File: src/rtl/hazard_pkg.sv
// Shared decode helpers and state type for the pipeline hazard controller.
// Pure combinational field slicing; no latency, no flow control.
package hazard_pkg;

   localparam logic [6:0] OPC_LOAD = 7'h03;

   typedef enum logic {RUN, LSTALL} hz_state_e;

   function automatic logic [4:0] inst_rs1(input logic [31:0] inst);
      return inst[19:15];
   endfunction

   function automatic logic [4:0] inst_rs2(input logic [31:0] inst);
      return inst[24:20];
   endfunction

   function automatic logic [4:0] inst_rd(input logic [31:0] inst);
      return inst[11:7];
   endfunction

   function automatic logic [6:0] inst_opcode(input logic [31:0] inst);
      return inst[6:0];
   endfunction

endpackage

File: src/rtl/hazard_reg_match.sv
// Flags when a writing stage's rd feeds a source register read in ID.
// Combinational, zero latency; no backpressure. x0 never matches.
module hazard_reg_match (
   input  logic [4:0] rd,
   input  logic       wren,
   input  logic [4:0] rs1,
   input  logic       rs1_en,
   input  logic [4:0] rs2,
   input  logic       rs2_en,
   output logic       match
);

   assign match = wren && (rd != 5'd0) &&
                  ((rs1_en && (rd == rs1)) || (rs2_en && (rd == rs2)));

endmodule

File: src/rtl/hazard_ctrl_unit.sv
// Hazard controller: PC/stage enables and flushes, multi-cycle load-use stall, stall counter.
// Outputs are combinational from state and inputs; a dmem wait freezes the whole pipe and the FSM.
module hazard_ctrl_unit
   import hazard_pkg::*;
#(
   parameter int LOAD_STALL_CYCLES = 1,
   parameter int RF_BYPASS         = 1,
   parameter int CNT_W             = 16
) (
   input  logic             i_clk,
   input  logic             i_reset,
   input  logic [31:0]      i_ID_inst,
   input  logic             i_rs1_en,
   input  logic             i_rs2_en,
   input  logic [31:0]      i_EX_inst,
   input  logic             i_EX_rd_wren,
   input  logic             i_EX_redirect,
   input  logic [31:0]      i_WB_inst,
   input  logic             i_WB_rd_wren,
   input  logic             i_dmem_req,
   input  logic             i_dmem_ready,
   output logic             o_pc_en,
   output logic             o_IF_ID_stall,
   output logic             o_IF_ID_flush,
   output logic             o_ID_EX_stall,
   output logic             o_ID_EX_flush,
   output logic             o_EX_MEM_stall,
   output logic             o_MEM_WB_flush,
   output logic [CNT_W-1:0] o_stall_cnt
);

   localparam logic [2:0] LOAD_HOLD = 3'(LOAD_STALL_CYCLES - 1);

   hz_state_e  state, state_nx;
   logic [2:0] cnt, cnt_nx;
   logic       ex_match, wb_match;
   logic       load_use, wb_haz, mem_wait;

   hazard_reg_match u_ex_match (
      .rd     (inst_rd(i_EX_inst)),
      .wren   (i_EX_rd_wren),
      .rs1    (inst_rs1(i_ID_inst)),
      .rs1_en (i_rs1_en),
      .rs2    (inst_rs2(i_ID_inst)),
      .rs2_en (i_rs2_en),
      .match  (ex_match)
   );

   hazard_reg_match u_wb_match (
      .rd     (inst_rd(i_WB_inst)),
      .wren   (i_WB_rd_wren),
      .rs1    (inst_rs1(i_ID_inst)),
      .rs1_en (i_rs1_en),
      .rs2    (inst_rs2(i_ID_inst)),
      .rs2_en (i_rs2_en),
      .match  (wb_match)
   );

   assign load_use = ex_match && (inst_opcode(i_EX_inst) == OPC_LOAD);
   assign wb_haz   = (RF_BYPASS == 0) && wb_match;
   assign mem_wait = i_dmem_req && !i_dmem_ready;

   // Only the register and opcode fields take part in hazard decisions.
   logic unused_bits;
   assign unused_bits = ^{i_ID_inst[31:25], i_ID_inst[14:0], i_EX_inst[31:12],
                          i_WB_inst[31:12], i_WB_inst[6:0]};

   always_ff @(posedge i_clk or posedge i_reset) begin
      if (i_reset) begin
         state       <= RUN;
         cnt         <= 3'd0;
         o_stall_cnt <= '0;
      end else begin
         state <= state_nx;
         cnt   <= cnt_nx;
         if (!o_pc_en && (o_stall_cnt != {CNT_W{1'b1}}))
            o_stall_cnt <= o_stall_cnt + 1'b1;
      end
   end

   always_comb begin
      state_nx = state;
      cnt_nx   = cnt;
      if (!mem_wait) begin
         if (i_EX_redirect) begin
            state_nx = RUN;
            cnt_nx   = 3'd0;
         end else if (state == LSTALL) begin
            if (cnt == 3'd1) begin
               state_nx = RUN;
               cnt_nx   = 3'd0;
            end else begin
               cnt_nx = cnt - 3'd1;
            end
         end else if (load_use && (LOAD_STALL_CYCLES > 1)) begin
            // The RUN cycle that detects the hazard is the first bubble.
            state_nx = LSTALL;
            cnt_nx   = LOAD_HOLD;
         end
      end
   end

   always_comb begin
      o_pc_en        = 1'b1;
      o_IF_ID_stall  = 1'b0;
      o_IF_ID_flush  = 1'b0;
      o_ID_EX_stall  = 1'b0;
      o_ID_EX_flush  = 1'b0;
      o_EX_MEM_stall = 1'b0;
      o_MEM_WB_flush = 1'b0;
      if (mem_wait) begin
         o_pc_en        = 1'b0;
         o_IF_ID_stall  = 1'b1;
         o_ID_EX_stall  = 1'b1;
         o_EX_MEM_stall = 1'b1;
         o_MEM_WB_flush = 1'b1;
      end else if (i_EX_redirect) begin
         o_IF_ID_flush = 1'b1;
         o_ID_EX_flush = 1'b1;
      end else if ((state == LSTALL) || load_use || wb_haz) begin
         o_pc_en       = 1'b0;
         o_IF_ID_stall = 1'b1;
         o_ID_EX_flush = 1'b1;
      end
   end

endmodule
File: config.mk
export PLATFORM = sky130hd
export DESIGN_NAME = hazard_ctrl_unit
export DESIGN_NICKNAME = d
export VERILOG_FILES = /design/src/rtl/hazard_pkg.sv /design/src/rtl/hazard_reg_match.sv /design/src/rtl/hazard_ctrl_unit.sv
export SDC_FILE = /design/constraint.sdc
export NUM_CORES = 1
export LEC_CHECK = 0
export ABC_CLOCK_PERIOD_IN_PS = 4650
export CORE_AREA = 2 2 77 60
export CTS_BUF_LIST = sky130_fd_sc_hd__clkbuf_8 sky130_fd_sc_hd__clkbuf_16
export CTS_CLUSTER_DIAMETER = 50
export CTS_CLUSTER_SIZE = 30
export DETAILED_ROUTE_END_ITERATION = 10
export DIE_AREA = 0 0 79 62
export GPL_ROUTABILITY_DRIVEN = 0
export GPL_TIMING_DRIVEN = 0
export PLACE_DENSITY = 0.84
export SLEW_MARGIN = 20
export SYNTH_ARGS = -nofsm -noshare
export SYNTH_HDL_FRONTEND = slang
export SYNTH_HIERARCHICAL = 1
export SYNTH_SLANG_ARGS = --single-unit
File: constraint.sdc
create_clock -name i_clk -period 4.65 [get_ports i_clk]
set_clock_uncertainty 0.2 [all_clocks]
set_input_delay 0.93 -clock i_clk [delete_from_list [all_inputs] [get_ports i_clk]]
set_output_delay 0.93 -clock i_clk [all_outputs]
set_load 0.005 [all_outputs]
==> results.cfg <==
[power_and_ir_drop]
p_total_uw = 527
p_per_area_nw_per_um2 = 278
vdd_drop_max_mv = 0.165
p_leak_uw = 0.000796

[routing]
drt_iter0_drc = 31
wl_per_cell_um = 13.2
dr.pass1.iters = 4
drc_errors = 0
num_vias = 1163
totalWireLength_mm = 3.13
antenna_left = 0
post_drt_via_cell_ratio = 4.89

[yosys]
synth_edf_count = 0
synth_nets = 233
muxShareOfSynthArea_pct = 1.81
synth_top_family_by_area = simple AND/OR/NAND/NOR gates
synth_xor_area_share_pct = 16.2
netlist_area_um2 = 1240
synthAdderAreaFrac_pct = 3.02
syn-instance-count = 125
ys_seq_area_share_pct = 40.3
yosys_warnings = 6
synth_compound_area_share_pct = 6.95
async_flop_share_pct = 100
synth.avg_cell_area_um2 = 9.94
synth_seq_cells = 20
yosys.area_share.simple_pct = 28.0
synth_cell_types = 34
synth-main-ff-cell = dfrtp_1

[sta]
relSlewSlack_pct = 50.3
fin_ws_ps = 163
min_period_ps = 4490
rsz0062_at_grt = false
fmax_ghz = 0.223
worst_slew_pin_slew_ps = 745
timing.final.crit_share_pct = 96.5
tns_ps = 0
finalMaxSlewViolations = 0
setup_viol = 0
hold_slack_ps = 301
hold_violations = 0

[clock_network]
clk_pin_slew_worst_paths_ps = 70
clock_path_buffers = 2
clock_latency_ps = 260
cts.sinks = 20
holdBufCountCts = 0
cts_root_buf = clkbuf_8
cts_inserted_buffers = 3
htree_levels = 1
tritoncts = done

[critical_path]
cp.required_ps = 3520
crit_type = input port to output port
critical_path.endpoint_type = output port
cp_max_fo = 7
critPathLaunchType = input port
worstPathArrival_ps = 3360

[floorplan]
ios = 128
fp.dieH_um = 62
die_x_um = 79
std_cell_rows = 21
start_util_pct = 29.2
coreArea_um2 = 4260
dieArea_um2 = 4900

[finish]
nets = 290
insertedDiodeCount = 0
drive_gt1_share_pct = 11.6
area_delta_synth_final_pct = 52.6
final_area_um2 = 1900
n_fill_cell = 417

[placed_design]
dpl_cell_area_um2 = 1830
place_ws_ps = 103
detailed_place_hpwl_mm = 2.43
io_buffers = 52

[run]
max_cap_violations = 0

[global_routing]
overflow = 0
grt_first_pass_wirelength_mm = 4.83
grt_usage_pct = 12.5
grt_max_degree = 21
grt_pass1_vias = 1142
grt_antenna_before_repair = 0

[hold_path]
hold_class = flop to flop

[outcome]
outcome = complete, no violations
metal layers:
| metal | part of all wire (%) | vias to the layer above | global-route usage [%] |
|---|---|---|---|
| met2 | 43 | 55 | 19.9 |
| met3 | 11 | 2 | 4.62 |
| met4 | 0.32 | 0 | 4.19 |
| met5 | 0 | - | 0 |
| li1 | - | 563 | - |
| met1 | 45 | 543 | 16.1 |
stage by stage:
| stage | cells | util (%) |
|---|---|---|
| final | 238 | 44.5 |
| after global routing | 238 | 44.5 |
| after CTS | 238 | 44.4 |
| after detailed placement | 234 | 43.1 |
| after global placement | 234 | 43.1 |
| after floorplan | 125 | - |
sequential cells by signal (all words and copies together), names as in the netlist:
signal,count
o_stall_cnt,16
cnt,3
state,1
cells by family after synthesis:
kind of cell / Yosys count
fa+ha+maj: 3
mux: 2
buf+inv: 10
xor+xnor: 23
compound gates: 13
simple gates: 54
flops: 20
critical path, cell delays in order:
cell and delay, ps:
clkdlybuf4s50_1 470, xor2_1 200, nor4_2 320, nand3_1 120, a21oi_1 150, nor4b_4 250
a211o_4 200, nand2_2 110, inv_2 100, clkdlybuf4s50_1 510
path summary, 6_finish.rpt:
path / startpoint / to / slack (ps) / cells past startpoint
max: i_EX_inst[9] / o_IF_ID_stall / 160 / 10
min: o_stall_cnt[7]$_DFFE_PP0P_ / o_stall_cnt[7]$_DFFE_PP0P_ / 300 / 1
min reg2reg: o_stall_cnt[7]$_DFFE_PP0P_ / o_stall_cnt[7]$_DFFE_PP0P_ / 300 / 1
min in group asynchronous: i_reset / o_stall_cnt[3]$_DFFE_PP0P_ / 910 / 2
max reg2reg: o_stall_cnt[0]$_DFFE_PP0P_ / o_stall_cnt[15]$_DFFE_PP0P_ / 2570 / 6
max in group asynchronous: i_reset / o_stall_cnt[4]$_DFFE_PP0P_ / 2870 / 2
cell type report:
cell class                      count  area, um2  area share (%)
Multi-Input combinational cell     95        702            37.0
Timing Repair Buffer               52        520            27.5
Sequential cell                    20        500            26.4
Tap cell                           57       71.3            3.76
Clock buffer                        4       55.1            2.90
Inverter                            7       26.3            1.39
Buffer                              3       20.0            1.06
power breakdown:
part	switching [uW]	internal [uW]
combinational	61.2	101
sequential	34.0	199
clock	56.9	75.4
cells in the final DEF (no fill, tap or decap), drive strengths merged, types with 3 or more instances in the layout:
| master | count |
|---|---|
| dfrtp | 20 |
| clkbuf | 4 |
| nor3 | 7 |
| a21oi | 5 |
| o21ai | 4 |
| nand2 | 10 |
| nand3 | 8 |
| ha | 3 |
| buf | 3 |
| nand4 | 6 |
| xor2 | 19 |
| and4 | 3 |
| nor4 | 6 |
| nor2 | 6 |
| clkdlybuf4s50 | 52 |
| inv | 7 |
| xnor2 | 4 |
cell usage after synthesis, types with 2 or more instances:
cell type	number	area, um2
o21ai_0	3	15.0
xnor2_1	4	35.0
nor2_1	6	22.5
nor4_1	5	31.3
mux2_2	2	22.5
a21oi_1	5	25.0
dfrtp_1	20	500
buf_4	2	15.0
inv_1	7	26.3
nand4_1	6	37.5
xor2_1	19	166
nor3_1	7	35.0
nand3_1	7	35.0
nand2_1	9	33.8
ha_1	3	37.5
and4_2	2	20.0
timing repair:
action | CTS | global route
buffers inserted | 0 | 0
endpoints found under the setup margin | 0 | 1
gates resized for setup | 0 | 2
Note: power is estimated with default switching activity, not from simulation.
